<file path="src/rtl/urv_pipe_ctrl_if.sv">
// rtl/urv_pipe_ctrl_if.sv - stall/kill/flush signal bundle between pipeline stages and urv_pipe_ctrl
interface urv_pipe_ctrl_if #(
  parameter int g_num_stages = 4
) ();
  logic [g_num_stages-1:0] stall_req_i;
  logic                    branch_i;
  logic                    flush_req_i;
  logic                    mem_busy_i;
  logic [g_num_stages-1:0] stall_o;
  logic [g_num_stages-1:0] kill_o;
  logic                    flush_busy_o;
  logic                    flush_done_o;

  modport master (
    output stall_req_i, branch_i, flush_req_i, mem_busy_i,
    input  stall_o, kill_o, flush_busy_o, flush_done_o
  );

  modport slave (
    input  stall_req_i, branch_i, flush_req_i, mem_busy_i,
    output stall_o, kill_o, flush_busy_o, flush_done_o
  );
endinterface

</file>
<file path="src/rtl/urv_pipe_ctrl.sv">
// rtl/urv_pipe_ctrl.sv - N-stage stall/kill controller with drain-then-flush sequencer
// Optional performance counters enabled by defining URV_PIPE_PERF_COUNTERS_EN.
module urv_pipe_ctrl #(
  parameter int g_num_stages = 4,
  parameter int g_exec_stage = 2,
  parameter int g_perf_width = 32
) (
  input  logic                    clk_i,
  input  logic                    rst_i,
`ifdef URV_PIPE_PERF_COUNTERS_EN
  input  logic                    perf_clear_i,
  output logic [g_perf_width-1:0] perf_stall_cycles_o,
  output logic [g_perf_width-1:0] perf_kill_events_o,
`endif
  urv_pipe_ctrl_if.slave          pipe
);

  localparam int CW = $clog2(g_exec_stage + 1);

  typedef enum logic [1:0] {ST_IDLE, ST_DRAIN, ST_KILL} state_t;

  state_t                  state_q, state_d;
  logic [CW-1:0]           cnt_q, cnt_d;
  logic [g_exec_stage-1:0] bra_hist_q, bra_hist_d;
  logic [g_num_stages-1:0] stall_norm, kill_bra, stall, kill;
  logic                    upper_busy, flush_done;

  // Stall propagates backwards; stages from exec upward also honour their own request.
  always_comb begin
    logic acc;
    acc        = 1'b0;
    stall_norm = '0;
    kill_bra   = '0;
    upper_busy = pipe.mem_busy_i;
    for (int k = g_num_stages - 1; k >= 0; k--) begin
      stall_norm[k] = acc | ((k >= g_exec_stage) ? pipe.stall_req_i[k] : 1'b0);
      acc           = acc | pipe.stall_req_i[k];
      if (k > g_exec_stage) upper_busy = upper_busy | pipe.stall_req_i[k];
    end
    for (int k = 1; k <= g_exec_stage; k++) begin
      kill_bra[k] = pipe.branch_i;
      for (int j = 0; j < k; j++) kill_bra[k] = kill_bra[k] | bra_hist_q[j];
    end
  end

  always_comb begin
    state_d    = state_q;
    cnt_d      = cnt_q;
    stall      = stall_norm;
    kill       = kill_bra;
    flush_done = 1'b0;
    case (state_q)
      ST_IDLE: begin
        if (pipe.flush_req_i) state_d = ST_DRAIN;
      end
      ST_DRAIN: begin
        stall[g_exec_stage:0] = '1;
        if (!upper_busy) begin
          state_d = ST_KILL;
          cnt_d   = CW'(g_exec_stage);
        end
      end
      ST_KILL: begin
        stall[g_exec_stage:0] = '0;
        kill[g_exec_stage:0]  = '1;
        if (cnt_q == '0) begin
          state_d    = ST_IDLE;
          flush_done = 1'b1;
        end else begin
          cnt_d = cnt_q - 1'b1;
        end
      end
      default: state_d = ST_IDLE;
    endcase
  end

  // Branches seen while a flush is in progress never enter the history.
  always_comb begin
    bra_hist_d = bra_hist_q;
    if (state_q == ST_KILL && cnt_q == '0) begin
      bra_hist_d = '0;
    end else if (!stall[g_exec_stage]) begin
      bra_hist_d[0] = pipe.branch_i & (state_q == ST_IDLE);
      for (int i = 1; i < g_exec_stage; i++) bra_hist_d[i] = bra_hist_q[i-1];
    end
  end

  always_ff @(posedge clk_i) begin
    if (rst_i) begin
      state_q    <= ST_IDLE;
      cnt_q      <= '0;
      bra_hist_q <= '0;
    end else begin
      state_q    <= state_d;
      cnt_q      <= cnt_d;
      bra_hist_q <= bra_hist_d;
    end
  end

  assign pipe.stall_o      = stall;
  assign pipe.kill_o       = kill;
  assign pipe.flush_busy_o = (state_q != ST_IDLE);
  assign pipe.flush_done_o = flush_done;

`ifdef URV_PIPE_PERF_COUNTERS_EN
  logic                    kill_exec_q;
  logic [g_perf_width-1:0] stall_cnt_q, kill_cnt_q;

  always_ff @(posedge clk_i) begin
    if (rst_i) begin
      kill_exec_q <= 1'b0;
      stall_cnt_q <= '0;
      kill_cnt_q  <= '0;
    end else begin
      kill_exec_q <= kill[g_exec_stage];
      if (perf_clear_i) begin
        stall_cnt_q <= '0;
        kill_cnt_q  <= '0;
      end else begin
        if (stall[0]) stall_cnt_q <= stall_cnt_q + 1'b1;
        if (kill[g_exec_stage] && !kill_exec_q) kill_cnt_q <= kill_cnt_q + 1'b1;
      end
    end
  end

  assign perf_stall_cycles_o = stall_cnt_q;
  assign perf_kill_events_o  = kill_cnt_q;
`endif

endmodule

</file>
<file path="src/flat_wrapper.sv">
// flat-port wrapper written by rule: the top's interface ports become plain ports
module urv_pipe_ctrl_flat 
#(
  parameter int g_num_stages = 4,
  parameter int g_exec_stage = 2,
  parameter int g_perf_width = 32
)
  (clk_i, rst_i, pipe_stall_req_i, pipe_branch_i, pipe_flush_req_i, pipe_mem_busy_i, pipe_stall_o, pipe_kill_o, pipe_flush_busy_o, pipe_flush_done_o);
  urv_pipe_ctrl_if #(.g_num_stages(g_num_stages)) pipe_i ();
  input  logic clk_i;
  input  logic rst_i;
  input wire logic [$bits(pipe_i.stall_req_i)-1:0] pipe_stall_req_i;
  input wire logic [$bits(pipe_i.branch_i)-1:0] pipe_branch_i;
  input wire logic [$bits(pipe_i.flush_req_i)-1:0] pipe_flush_req_i;
  input wire logic [$bits(pipe_i.mem_busy_i)-1:0] pipe_mem_busy_i;
  output wire logic [$bits(pipe_i.stall_o)-1:0] pipe_stall_o;
  output wire logic [$bits(pipe_i.kill_o)-1:0] pipe_kill_o;
  output wire logic [$bits(pipe_i.flush_busy_o)-1:0] pipe_flush_busy_o;
  output wire logic [$bits(pipe_i.flush_done_o)-1:0] pipe_flush_done_o;
  assign pipe_i.stall_req_i = pipe_stall_req_i;
  assign pipe_i.branch_i = pipe_branch_i;
  assign pipe_i.flush_req_i = pipe_flush_req_i;
  assign pipe_i.mem_busy_i = pipe_mem_busy_i;
  assign pipe_stall_o = pipe_i.stall_o;
  assign pipe_kill_o = pipe_i.kill_o;
  assign pipe_flush_busy_o = pipe_i.flush_busy_o;
  assign pipe_flush_done_o = pipe_i.flush_done_o;
  urv_pipe_ctrl #(.g_num_stages(g_num_stages), .g_exec_stage(g_exec_stage), .g_perf_width(g_perf_width)) u_core (.clk_i(clk_i), .rst_i(rst_i), .pipe(pipe_i));
endmodule
</file>
<file path="config.mk">
export PLATFORM = sky130hd
export DESIGN_NAME = urv_pipe_ctrl_flat
export DESIGN_NICKNAME = d
export VERILOG_FILES = /design/src/rtl/urv_pipe_ctrl_if.sv /design/src/rtl/urv_pipe_ctrl.sv /design/src/flat_wrapper.sv
export SDC_FILE = /design/constraint.sdc
export NUM_CORES = 1
export LEC_CHECK = 0
export BUFFER_PORTS_ARGS = -buffer_cell sky130_fd_sc_hd__buf_2
export CORE_AREA = 2 2 39 41
export CTS_CLUSTER_SIZE = 16
export DETAILED_ROUTE_END_ITERATION = 6
export DIE_AREA = 0 0 41 43
export PLACE_DENSITY = 0.73
export SLEW_MARGIN = 20
export SYNTH_ARGS = -nofsm -noshare
export SYNTH_HDL_FRONTEND = slang
export SYNTH_SLANG_ARGS = --single-unit
</file>
<file path="constraint.sdc">
create_clock -name clk_i -period 1.4 [get_ports clk_i]
set_input_delay 0.14 -clock clk_i [delete_from_list [all_inputs] [get_ports clk_i]]
set_output_delay 0.14 -clock clk_i [all_outputs]
set_load 0.1 [all_outputs]
</file>
==> results.cfg, run 1 <==
[sta]
fmax_mhz = 596
fin_hold_ws_ps = 144
setup_ws_ps = -277
fin_crit_sh_pct = 120
rsz0062_at_grt = yes
finalSetupViolations = 9
hold_violations = 0
slew_viol_final = 0
finalCriticalPeriod_ps = 1680
fin_skew_ps = 3.08

[setup_path]
critical_path.max_fanout = 4
crit_type = reg2out
cp-end-kind = output port
crit_required_ps = 1260
arrival_ps = 1540
cp-start-kind = flip-flop

[drt]
drcViolationCount = 0
vias = 470
initialDrtViolationCount = 9
wl_per_cell_um = 12.2
viasPerCell = 4.95
wirelength_um = 1160
dr.pass1.iters = 5
drtAntennaViolNets = 0

[yosys]
synth_top_cell_by_area = dfxtp_1
ys_ff_latch = 6
synth_cells = 52
synth_top_area_share_pct = 26.1
synthDistinctLibCells = 24
synthTopCellsByArea = dfxtp_1 26%, ha_1 16%, inv_1 7.3%
yosys_warnings = 0
avgSynthCellArea_um2 = 8.85
syn_nets = 67
netlist_area_um2 = 460
ys_seq_area_share_pct = 26.1

[clock_tree]
cts_tree = done
root_buffer = clkbuf_4
hold_buffers = 0
cts_max_level = 1
numCtsBuffers = 3
clock_latency_ps = 240
clock_sinks = 6
clkTransAtPathRegs_ps = 50
clock_path_buffers = 2

[cells_and_area]
nFillCells = 107
syn2layout_area_growth_pct = 85.3
drive_gt1_share_pct = 62.0
layout_commonest_cell = buf_4
num_antenna_cells = 0
multi_input_comb_area_um2 = 362
nNetsFinal = 96
seq_area_um2 = 123
final_cell_mix = 10 x buf_4, 8 x buf_2, 8 x buf_12

[grt]
grt_max_degree = 6
grt_pass1_wl_um = 1810
grt_overflow_total = 0
grt_usage_pct = 15.0
first_global_vias = 465
antenna_found_initial = 0

[floorplanning]
die_h_um = 43
placementRows = 14
io_pins = 19
start_util_pct = 33.3
die_width_um = 41
core_area_um2 = 1380
die-area_um2 = 1760

[placement]
io_buffers = 16
gp_congestion = 0.766
dp_hpwl_um = 841

[run]
drv_cap = 0

[status]
violations = setup timing
outcome = complete, but fails checks

[worst_hold_path]
min_path_type = in2reg
[sequential cells by signal, indices dropped and copies added (netlist names)]
register and count:
u_core.bra_hist_q 2, u_core.cnt_q 2, u_core.state_q 2
[cell families (layout without fill, tap and decap cells)]
logic type	Yosys count	after routing	share of synthesized area, %
AO/OA/AOI/OAI	10	10	19.8
adder cells (fa/ha/maj)	6	6	16.3
buffers and inverters	12	39	12.2
flip-flops	6	6	26.1
multiplexers	3	3	6.52
other	1	1	0.814
AND/OR/NAND/NOR	14	14	18.2
[final cells by class]
| cell class | instances | share of cell area, % |
|---|---|---|
| multi-input cells | 34 | 42.4 |
| repair buffers | 27 | 33.6 |
| flip-flops and latches | 6 | 14.4 |
| inverters | 9 | 4.69 |
| clock buffers | 3 | 2.64 |
| well taps | 16 | 2.35 |
[final timing paths]
check	cells after the start	startpoint	endpoint	slack, ps
setup / recovery	6	u_core.state_q[0]	pipe_stall_o[2]	-280
hold reg to reg	2	u_core.bra_hist_q[1]	u_core.bra_hist_q[1]	460
hold / removal	2	rst_i	u_core.cnt_q[1]	140
setup reg to reg	8	u_core.state_q[0]	u_core.bra_hist_q[0]	-180
[synthesized netlist by cell type]
library cell / n
o21ai_4: 1
nor3_2: 1
dfxtp_1: 6
a21boi_2: 1
and2_1: 1
a21oi_1: 2
o221a_2: 1
nand2_1: 5
a21oi_2: 1
o22ai_1: 1
nor3b_1: 1
or3_4: 1
and4_1: 1
ha_1: 6
o221a_1: 1
mux2i_1: 3
nand3_1: 2
conb_1: 1
buf_4: 3
or2_1: 1
inv_1: 9
a211o_1: 1
nor3_1: 1
a22oi_1: 1
[metrics by stage]
step	instance area, um^2	std cells	util [%]	worst slack, ps	setup TNS [ps]
after detailed placement	758	87	54.8	-97.3	-274
after global routing	853	95	61.7	-324	-2150
final	853	95	61.7	-277	-1630
after global placement	758	87	54.8	-86.1	-178
after CTS	853	95	61.7	-282	-1620
after floorplan	546	52	-	-387	-2320
[worst max-delay path, cell delays in order (launching register included)]
cell and delay [ps]:
dfxtp_2 350, inv_4 50, buf_12 120, ha_4 290
nor3_4 50, a21oi_4 210, buf_12 210
[metal layers]
| metal | up-vias | share of wire, % | GRT usage (%) |
|---|---|---|---|
| li1 | 230 | - | - |
| met1 | 215 | 43 | 18.1 |
| met2 | 21 | 51 | 23.8 |
| met3 | 4 | 4.2 | 0 |
| met4 | 0 | 2.2 | 11.3 |
| met5 | - | 0 | 0 |
[what timing repair did]
action                     CTS  global route
gates resized for setup      9             0
setup endpoints to repair   10            10
pin swaps                    2             0
buffers inserted             6             0
Power of run 1 is left out: the tool's default activity adds up to more than one toggle a clock period on the data nets, which glitch-free logic cannot reach.
==> inputs of run 2 (changes only) <==
PLACE_DENSITY = not set   (was 0.73)
==> run 2 against run 1 <==
The flow still finishes with violations (setup timing); global-route usage grew 0.13 points; worst hold slack got worse by 16 ps; die area did not move; cell area is 0.15% higher; first-iteration DRC count decreased by 44%; critical path depth shrank 1; utilization grew 0.090 points; sequential share of layout area about the same; critical endpoint is now pipe_kill_o[2]; largest cell class unchanged.
==> results.cfg, run 2 (synthesized netlist as in run 1, its figures left out) <==
[status]
outcome = complete, but fails checks
violations = setup timing

[grt]
grt_max_degree = 6
grt_usage_pct = 15.1
first_global_vias = 443
grt_pass1_wl_um = 1790
antenna_found_initial = 0
grt_overflow_total = 0

[setup_path]
critical_path.max_fanout = 3
crit_type = reg2out
cp-start-kind = flip-flop
cp-end-kind = output port
crit_required_ps = 1260
arrival_ps = 1530

[sta]
setup_tns_ps = -1710
hold_violations = 0
fin_hold_ws_ps = 128
finalSetupViolations = 9
fin_skew_ps = 3.87
slew_viol_final = 0
rsz0062_at_grt = yes
fmax_mhz = 598
setup_ws_ps = -272
finalCriticalPeriod_ps = 1670
fin_crit_sh_pct = 119

[floorplanning]
die_width_um = 41
core_area_um2 = 1380
placementRows = 14
io_pins = 19
die_h_um = 43
die-area_um2 = 1760
start_util_pct = 33.3

[drt]
viasPerCell = 4.80
drcViolationCount = 0
vias = 461
wirelength_um = 1070
dr.pass1.iters = 3
initialDrtViolationCount = 5
wl_per_cell_um = 11.1
drtAntennaViolNets = 0

[clock_tree]
clock_path_buffers = 2
root_buffer = clkbuf_4
hold_buffers = 0
cts_max_level = 1
numCtsBuffers = 3
cts_tree = done
clock_sinks = 6
clock_latency_ps = 250
clkTransAtPathRegs_ps = 50

[placement]
place_area_um2 = 761
io_buffers = 16
dp_hpwl_um = 868
gp_congestion = 0.804

[cells_and_area]
multi_input_comb_area_um2 = 364
fin_area_um2 = 855
nNetsFinal = 97
layout_commonest_cell = buf_4
num_antenna_cells = 0
seq_area_um2 = 123
nFillCells = 115
drive_gt1_share_pct = 63.7
top_regs = u_core.bra_hist_q (2), u_core.cnt_q (2), u_core.state_q (2)
syn2layout_area_growth_pct = 85.6
final_cell_mix = 11 x buf_4, 8 x buf_2, 7 x buf_12

[worst_hold_path]
min_path_type = in2reg

[run]
drv_cap = 0
-- run 2: path summary, 6_finish.rpt --
check	startpoint	endpoint	slack [ps]	cells after the start
hold / removal	rst_i	u_core.cnt_q[1]	130	2
setup / recovery	u_core.state_q[0]	pipe_kill_o[2]	-270	5
hold reg to reg	u_core.bra_hist_q[1]	u_core.bra_hist_q[1]	470	2
setup reg to reg	u_core.state_q[0]	u_core.bra_hist_q[1]	-160	8
-- run 2: cell type report --
cell class	count	share of cell area (%)
multi-input cells	34	42.6
clock buffers	3	2.64
flip-flops and latches	6	14.3
repair buffers	28	33.4
inverters	9	4.69
well taps	16	2.34
-- run 2: worst max-delay path, cell delays in order, from the launching register on --
cell and delay (ps):
dfxtp_2 350, inv_4 50, ha_4 150, or3_4 320, or2_4 250, buf_12 170
-- run 2: through the flow --
step / std cells / utilization, % / worst slack, ps
floorplan: 52 / - / -387
global placement: 89 / 55.0 / -85.1
detailed placement: 89 / 55.0 / -96.3
CTS: 94 / 60.2 / -276
global route: 96 / 61.8 / -315
finish: 96 / 61.8 / -272
-- run 2: what timing repair did --
item	CTS	global route
endpoints found under the setup margin	10	10
setup buffers	3	2
resized for setup	9	2
pin swaps	2	1
hold endpoints to repair	0	0
-- run 2: metal layers --
metal / vias to the layer above / track usage [%] / share of wire (%)
met2: 18 / 25.0 / 54
met5: - / 0 / 0
li1: 230 / - / -
met1: 211 / 17.9 / 40
met3: 2 / 3.14 / 4.6
met4: 0 / 6.00 / 1.2
Power of run 2 is left out for the same reason.
